## src/rtl/hazard_grid_accumulator_if.sv

```systemverilog
// rtl/hazard_grid_accumulator_if.sv - hazard box input and occupancy grid output bundle
interface hazard_grid_accumulator_if #(
  parameter int COORD_W     = 11,
  parameter int GRID_ROWS   = 4,
  parameter int GRID_COLS   = 8,
  parameter int MAX_HAZARDS = 16
);
  localparam int CNT_W = $clog2(MAX_HAZARDS + 1);

  logic                         hz_valid;
  logic                         hz_ready;
  logic [COORD_W-1:0]           hz_top;
  logic [COORD_W-1:0]           hz_left;
  logic [COORD_W-1:0]           hz_bottom;
  logic [COORD_W-1:0]           hz_right;
  logic                         hz_last;
  logic                         grid_valid;
  logic                         grid_ready;
  logic [GRID_ROWS*GRID_COLS-1:0] grid;
  logic [CNT_W-1:0]             hz_count;
  logic                         overflow;
  logic                         bad_box;

  modport slave (
    input  hz_valid, hz_top, hz_left, hz_bottom, hz_right, hz_last, grid_ready,
    output hz_ready, grid_valid, grid, hz_count, overflow, bad_box
  );

  modport master (
    output hz_valid, hz_top, hz_left, hz_bottom, hz_right, hz_last, grid_ready,
    input  hz_ready, grid_valid, grid, hz_count, overflow, bad_box
  );
endinterface

```

## src/rtl/hazard_grid_accumulator.sv

```systemverilog
// rtl/hazard_grid_accumulator.sv - paints hazard boxes into a row-major occupancy grid, one row per cycle
module hazard_grid_accumulator #(
  parameter int COORD_W     = 11,
  parameter int GRID_ROWS   = 4,
  parameter int GRID_COLS   = 8,
  parameter int CELL_SHIFT  = 3,
  parameter int MAX_HAZARDS = 16
) (
  input logic clk,
  input logic rst_n,
  hazard_grid_accumulator_if.slave bus
);
  localparam int RW = (GRID_ROWS > 1) ? $clog2(GRID_ROWS) : 1;
  localparam int CW = $clog2(MAX_HAZARDS + 1);
  localparam int N  = GRID_ROWS * GRID_COLS;

  typedef enum logic [1:0] {ACCEPT, PAINT, OUTPUT} state_t;

  state_t                 state;
  state_t                 next_state;
  logic                   active;
  logic                   ready;
  logic                   gvalid;
  logic [N-1:0]           grid_q;
  logic [CW-1:0]          count_q;
  logic                   over_q;
  logic                   bad_q;
  logic                   last_q;
  logic [RW-1:0]          cur_row;
  logic [RW-1:0]          end_row;
  logic [GRID_COLS-1:0]   col_mask;

  logic [COORD_W-1:0]     top_cell;
  logic [COORD_W-1:0]     left_cell;
  logic [COORD_W-1:0]     bottom_cell;
  logic [COORD_W-1:0]     right_cell;
  logic [COORD_W-1:0]     end_row_full;
  logic [COORD_W-1:0]     end_col_full;
  logic [GRID_COLS-1:0]   new_mask;
  logic                   is_bad;
  logic                   is_over;
  logic                   is_off;
  logic                   do_paint;
  logic                   accept;

  assign top_cell    = bus.hz_top    >> CELL_SHIFT;
  assign left_cell   = bus.hz_left   >> CELL_SHIFT;
  assign bottom_cell = bus.hz_bottom >> CELL_SHIFT;
  assign right_cell  = bus.hz_right  >> CELL_SHIFT;

  // Only the far edges are clamped; a near edge past the grid makes the box off-grid.
  assign end_row_full = (bottom_cell > COORD_W'(GRID_ROWS - 1)) ? COORD_W'(GRID_ROWS - 1) : bottom_cell;
  assign end_col_full = (right_cell  > COORD_W'(GRID_COLS - 1)) ? COORD_W'(GRID_COLS - 1) : right_cell;

  assign is_bad   = (bus.hz_top > bus.hz_bottom) || (bus.hz_left > bus.hz_right);
  assign is_over  = (count_q == CW'(MAX_HAZARDS));
  assign is_off   = (top_cell >= COORD_W'(GRID_ROWS)) || (left_cell >= COORD_W'(GRID_COLS));
  assign do_paint = !is_bad && !is_over && !is_off;
  assign accept   = bus.hz_valid && ready;

  always_comb begin
    new_mask = '0;
    for (int c = 0; c < GRID_COLS; c++) begin
      new_mask[c] = (COORD_W'(c) >= left_cell) && (COORD_W'(c) <= end_col_full);
    end
  end

  always_ff @(posedge clk or negedge rst_n) begin
    if (!rst_n) begin
      state <= ACCEPT;
    end else begin
      state <= next_state;
    end
  end

  always_comb begin
    next_state = state;
    ready      = 1'b0;
    gvalid     = 1'b0;
    case (state)
      ACCEPT: begin
        ready = active;
        if (bus.hz_valid && active) begin
          if (do_paint) begin
            next_state = PAINT;
          end else if (bus.hz_last) begin
            next_state = OUTPUT;
          end
        end
      end
      PAINT: begin
        if (cur_row == end_row) begin
          next_state = last_q ? OUTPUT : ACCEPT;
        end
      end
      OUTPUT: begin
        gvalid = 1'b1;
        if (bus.grid_ready) begin
          next_state = ACCEPT;
        end
      end
      default: next_state = ACCEPT;
    endcase
  end

  // Holds hz_ready low for the first cycle out of reset.
  always_ff @(posedge clk or negedge rst_n) begin
    if (!rst_n) begin
      active <= 1'b0;
    end else begin
      active <= 1'b1;
    end
  end

  always_ff @(posedge clk or negedge rst_n) begin
    if (!rst_n) begin
      grid_q   <= '0;
      count_q  <= '0;
      over_q   <= 1'b0;
      bad_q    <= 1'b0;
      last_q   <= 1'b0;
      cur_row  <= '0;
      end_row  <= '0;
      col_mask <= '0;
    end else begin
      case (state)
        ACCEPT: begin
          if (accept) begin
            last_q <= bus.hz_last;
            if (is_bad) begin
              bad_q <= 1'b1;
            end else if (is_over) begin
              over_q <= 1'b1;
            end else if (!is_off) begin
              count_q  <= count_q + CW'(1);
              cur_row  <= RW'(top_cell);
              end_row  <= RW'(end_row_full);
              col_mask <= new_mask;
            end
          end
        end
        PAINT: begin
          for (int r = 0; r < GRID_ROWS; r++) begin
            if (cur_row == RW'(r)) begin
              grid_q[r*GRID_COLS +: GRID_COLS] <= grid_q[r*GRID_COLS +: GRID_COLS] | col_mask;
            end
          end
          if (cur_row != end_row) begin
            cur_row <= cur_row + RW'(1);
          end
        end
        OUTPUT: begin
          if (bus.grid_ready) begin
            grid_q  <= '0;
            count_q <= '0;
            over_q  <= 1'b0;
            bad_q   <= 1'b0;
            last_q  <= 1'b0;
          end
        end
        default: ;
      endcase
    end
  end

  assign bus.hz_ready   = ready;
  assign bus.grid_valid = gvalid;
  assign bus.grid       = grid_q;
  assign bus.hz_count   = count_q;
  assign bus.overflow   = over_q;
  assign bus.bad_box    = bad_q;
endmodule

```

## src/flat_wrapper.sv

```systemverilog
// flat-port wrapper written by rule: the top's interface ports become plain ports
module hazard_grid_accumulator_flat 
#(
  parameter int COORD_W     = 11,
  parameter int GRID_ROWS   = 4,
  parameter int GRID_COLS   = 8,
  parameter int CELL_SHIFT  = 3,
  parameter int MAX_HAZARDS = 16
)
  (clk, rst_n, bus_hz_valid, bus_hz_top, bus_hz_left, bus_hz_bottom, bus_hz_right, bus_hz_last, bus_grid_ready, bus_hz_ready, bus_grid_valid, bus_grid, bus_hz_count, bus_overflow, bus_bad_box);
  hazard_grid_accumulator_if #(.COORD_W(COORD_W), .GRID_ROWS(GRID_ROWS), .GRID_COLS(GRID_COLS), .MAX_HAZARDS(MAX_HAZARDS)) bus_i ();
  input logic clk;
  input logic rst_n;
  input wire logic [$bits(bus_i.hz_valid)-1:0] bus_hz_valid;
  input wire logic [$bits(bus_i.hz_top)-1:0] bus_hz_top;
  input wire logic [$bits(bus_i.hz_left)-1:0] bus_hz_left;
  input wire logic [$bits(bus_i.hz_bottom)-1:0] bus_hz_bottom;
  input wire logic [$bits(bus_i.hz_right)-1:0] bus_hz_right;
  input wire logic [$bits(bus_i.hz_last)-1:0] bus_hz_last;
  input wire logic [$bits(bus_i.grid_ready)-1:0] bus_grid_ready;
  output wire logic [$bits(bus_i.hz_ready)-1:0] bus_hz_ready;
  output wire logic [$bits(bus_i.grid_valid)-1:0] bus_grid_valid;
  output wire logic [$bits(bus_i.grid)-1:0] bus_grid;
  output wire logic [$bits(bus_i.hz_count)-1:0] bus_hz_count;
  output wire logic [$bits(bus_i.overflow)-1:0] bus_overflow;
  output wire logic [$bits(bus_i.bad_box)-1:0] bus_bad_box;
  assign bus_i.hz_valid = bus_hz_valid;
  assign bus_i.hz_top = bus_hz_top;
  assign bus_i.hz_left = bus_hz_left;
  assign bus_i.hz_bottom = bus_hz_bottom;
  assign bus_i.hz_right = bus_hz_right;
  assign bus_i.hz_last = bus_hz_last;
  assign bus_i.grid_ready = bus_grid_ready;
  assign bus_hz_ready = bus_i.hz_ready;
  assign bus_grid_valid = bus_i.grid_valid;
  assign bus_grid = bus_i.grid;
  assign bus_hz_count = bus_i.hz_count;
  assign bus_overflow = bus_i.overflow;
  assign bus_bad_box = bus_i.bad_box;
  hazard_grid_accumulator #(.COORD_W(COORD_W), .GRID_ROWS(GRID_ROWS), .GRID_COLS(GRID_COLS), .CELL_SHIFT(CELL_SHIFT), .MAX_HAZARDS(MAX_HAZARDS)) u_core (.clk(clk), .rst_n(rst_n), .bus(bus_i));
endmodule
```

## config.mk

```make
export PLATFORM = sky130hd
export DESIGN_NAME = hazard_grid_accumulator_flat
export DESIGN_NICKNAME = d
export VERILOG_FILES = /design/src/rtl/hazard_grid_accumulator_if.sv /design/src/rtl/hazard_grid_accumulator.sv /design/src/flat_wrapper.sv
export SDC_FILE = /design/constraint.sdc
export NUM_CORES = 1
export LEC_CHECK = 0
export CAP_MARGIN = 20
export CORE_ASPECT_RATIO = 1.25
export CORE_UTILIZATION = 49
export CTS_BUF_LIST = sky130_fd_sc_hd__clkbuf_2
export CTS_CLUSTER_SIZE = 28
export DETAILED_ROUTE_END_ITERATION = 8
export PLACE_DENSITY_LB_ADDON = 0.08
export SYNTH_ARGS = -nofsm -noshare
export SYNTH_HDL_FRONTEND = slang
export SYNTH_SLANG_ARGS = --single-unit
```

## constraint.sdc

```tcl
create_clock -name clk -period 2.64 [get_ports clk]
set_clock_uncertainty 0.1 [all_clocks]
set_input_delay 0.528 -clock clk [delete_from_list [all_inputs] [get_ports clk]]
set_output_delay 0.528 -clock clk [all_outputs]
set_load 0.05 [all_outputs]
```

==> metrics <==
Initial DRT Pass Iterations 4; Pleak 2.083 nW; #FFs+latches synth 55; Worst Max-Slew Pin Slew 509.6 ps; syn nets 391; Area after DPL 4068 µm²; synthesized area per cell 9.436 µm²; # IOs 90; Worst path slowest cell or4b_1; I/O Buffers 89; root buffer cell clkbuf_2; Total Power 0.001745 W; CTS Buf Count 5; antenna violations before repair 0; Routed Antenna Nets 0; Crit path max-delay family compound AO/OA/AOI/OAI gates; Final Non-Filler Cells 494; pre-CTS setup slack -587.9 ps; Post-Syn Instances 314; grt total ovfl 0; Total GRT Usage 23.04%; synth-to-layout area growth 48.14%; pin count of the biggest net entering global routing 40; CTS tree done; first-pass GRT wire length 11640 µm; clock buffer depth 2; drt total wl 7271 µm; core area 5818 µm²; Buf/Inv on CP 2; starting density of the core 50.92%; vias per cell 5.540; Seq/Total Area, Yosys 46.45%; worst hold margin 407.4 ps; post-DR wirelength/cell 14.72 µm; power per cell area 397.5 nW/µm²; Residual DRC 0; Starting DRT DRC Count 172; fin area 4389 µm²; # H-tree levels 2; critical path peak fanout 3; post-synthesis cell type count 50; Post-Syn Area 2963 µm²; Vias 2737; Die Wd 71.55 µm; die area 6364 µm²; EDFF count, synth 0; Peak VDD IR 0.2594 mV; hpwl dp 5243 µm; Final setup viols 0; proportion of layout cells with a drive suffix above 1 15.89%; latest clock arrival within the worst-skew pair 430 ps; ys async rst share 100.0%; Fin. Hold Viols 0; max incr delay on CP 560 ps; clock-pin transition on the worst setup and hold timing paths 270 ps; WP data arrival 2900 ps; Hold Path Class input port to asynchronous set/reset pin; worst setup path start bus_hz_left[8]; number of max-cap violations 0; diodes inserted 0; nature of the critical path endpoint flop; die height 88.94 µm; Tmin final 2619 ps; Rel. slew slack 65.56%; post-route setup slack 21.28 ps; TritonCTS Sinks 55; Max Slew Vio Count 0; Crit Path Class input port to flop; placed insts 480; Final Cycle Share 99.19%; yosys warns 0; prevailing post-synth register cell dfrtp_1; status complete, no violations; Nets 505; crit-path cells clkdlybuf4s50_1 > ha_4 > a211oi_2 > nor2_2 > a2111oi_4 > buf_4 > o211ai_1 > or4b_1 > a21oi_2; FF-to-FF Start u_core.bus.hz_count[0]; GPL Wtd Cong 0.7983; Critical Path Source Type input port; vias in the first global route 2615; required time at the worst-slack endpoint 2920 ps; fmax 0.3819 GHz; Rows 31
## cells in the final DEF, fill, tap and decap left out, types with 3 or more instances in the layout
| cell | netlist | routed |
|---|---|---|
| nand3_1 | 7 | 7 |
| nor2_1 | 44 | 43 |
| ha_1 | 28 | 22 |
| dfrtp_1 | 55 | 54 |
| and2_1 | 7 | 7 |
| nor3_1 | 6 | 6 |
| nand4_1 | 3 | 3 |
| buf_4 | 0 | 26 |
| nand2_1 | 13 | 13 |
| a211oi_2 | 0 | 3 |
| a21oi_1 | 45 | 41 |
| dlymetal6s2s_1 | 0 | 6 |
| o21ai_0 | 5 | 4 |
| and3_1 | 3 | 3 |
| ha_4 | 0 | 6 |
| inv_1 | 28 | 26 |
| clkbuf_2 | 0 | 5 |
| a21oi_2 | 0 | 3 |
| o21ai_1 | 6 | 5 |
| o31ai_1 | 4 | 3 |
| clkdlybuf4s50_1 | 0 | 81 |
## synthesized netlist by cell type, types with 2 or more instances
cell,number,area [µm²]
nor2b_1,2,12.51
xor2_1,2,17.52
o21a_1,2,15.01
clkbuf_1,8,30.03
nor2_1,44,165.2
nand3b_1,2,15.01
o311ai_1,2,17.52
a211oi_1,4,30.03
a21oi_1,45,225.2
inv_1,28,105.1
nand2_1,13,48.80
nor3_1,6,30.03
o21ai_0,5,25.02
buf_2,2,10.01
and2_1,7,43.79
nand4_1,3,18.77
ha_1,28,350.3
dfrtp_1,55,1376
mux2_1,2,22.52
buf_1,2,7.510
or4_1,2,15.01
and3_1,3,18.77
o211ai_1,2,15.01
o31ai_1,4,30.03
nand3_1,7,35.03
o21ai_1,6,30.03
or3_1,2,12.51
mux2i_1,2,20.02
a22o_1,2,17.52
or2_1,2,12.51
## layer usage
metal	GRT usage (%)	share of wire (%)	wire, µm
met1	27.39	42	3021
met2	43.20	53	3822
met4	6.952	1.9	138
met3	3.495	4.0	288
met5	0	0	0
## timing repair
item,4_1_cts,5_1_grt
pin swaps,4,14
endpoints found under the setup margin,9,17
buffers inserted,0,6
hold buffers,1,0
endpoints found under the hold margin,16,0
cloned,0,1
gates resized for setup,9,29
## layout make-up
| class | instances | area (µm²) |
|---|---|---|
| multi-input cells | 219 | 1618 |
| fillers | 432 | 1429 |
| flip-flops and latches | 55 | 1378 |
| repair buffers | 119 | 1144 |
| inverters | 28 | 105.1 |
| well taps | 66 | 82.58 |
| clock inverters | 2 | 37.54 |
| clock buffers | 5 | 25.02 |
## registers in the layout, summed over array words and instances (netlist names)
| signal | count |
|---|---|
| u_core.active | 1 |
| u_core.bus.bad_box | 1 |
| u_core.bus.grid | 32 |
| u_core.bus.hz_count | 5 |
| u_core.bus.overflow | 1 |
| u_core.col_mask | 8 |
| u_core.cur_row | 2 |
| u_core.end_row | 2 |
| u_core.last_q | 1 |
| u_core.state | 2 |
## metrics by stage
step | util (%) | setup TNS, ps
2_1_floorplan | - | 0
3_3_place_gp | 69.91 | -8453
3_5_place_dp | 69.91 | -9353
4_1_cts | 72.24 | 0
5_1_grt | 75.44 | -68.64
6_report | 75.44 | 0
## final timing paths
| path | slack, ps | to | cells past startpoint |
|---|---|---|---|
| worst max-delay path | 20 | u_core.bus.hz_count[2] | 9 |
| worst min-delay path | 410 | u_core.bus.grid[19] | 2 |
| worst max register to register | 250 | u_core.bus.hz_count[2] | 10 |
| worst min register to register | 430 | u_core.bus.grid[21] | 2 |
| max in group asynchronous | 1480 | u_core.bus.hz_count[0] | 3 |
| min in group clk | 410 | u_core.col_mask[7] | 3 |
## cell families (layout without fill, tap and decap cells)
family | after synthesis | after routing | share of synthesized area [%]
simple gates | 99 | 99 | 16.17
compound gates | 84 | 84 | 17.86
flops | 55 | 55 | 46.45
buf+inv | 40 | 154 | 5.152
fa+ha+maj | 28 | 28 | 11.82
mux | 5 | 5 | 1.816
xor+xnor | 2 | 2 | 0.5913
other cells | 1 | 1 | 0.1266
## worst reg2reg max path, cell delays in order, from the launching register on
cell and delay [ps]:
dfrtp_2 420, inv_1 50, ha_1 180, nor4bb_1 150, or4_4 510, nor3_4 170
o2111ai_4 190, buf_4 190, buf_4 130, o21ai_1 140, a21oi_2 70
## power breakdown
part           total (W)  internal, W  leakage, nW  switching [W]
Sequential      0.000886     0.000870        0.748      0.0000162
Combinational   0.000441     0.000204         1.30       0.000237
Clock           0.000417     0.000154       0.0350       0.000263
Note: power is estimated with default switching activity, not from simulation.
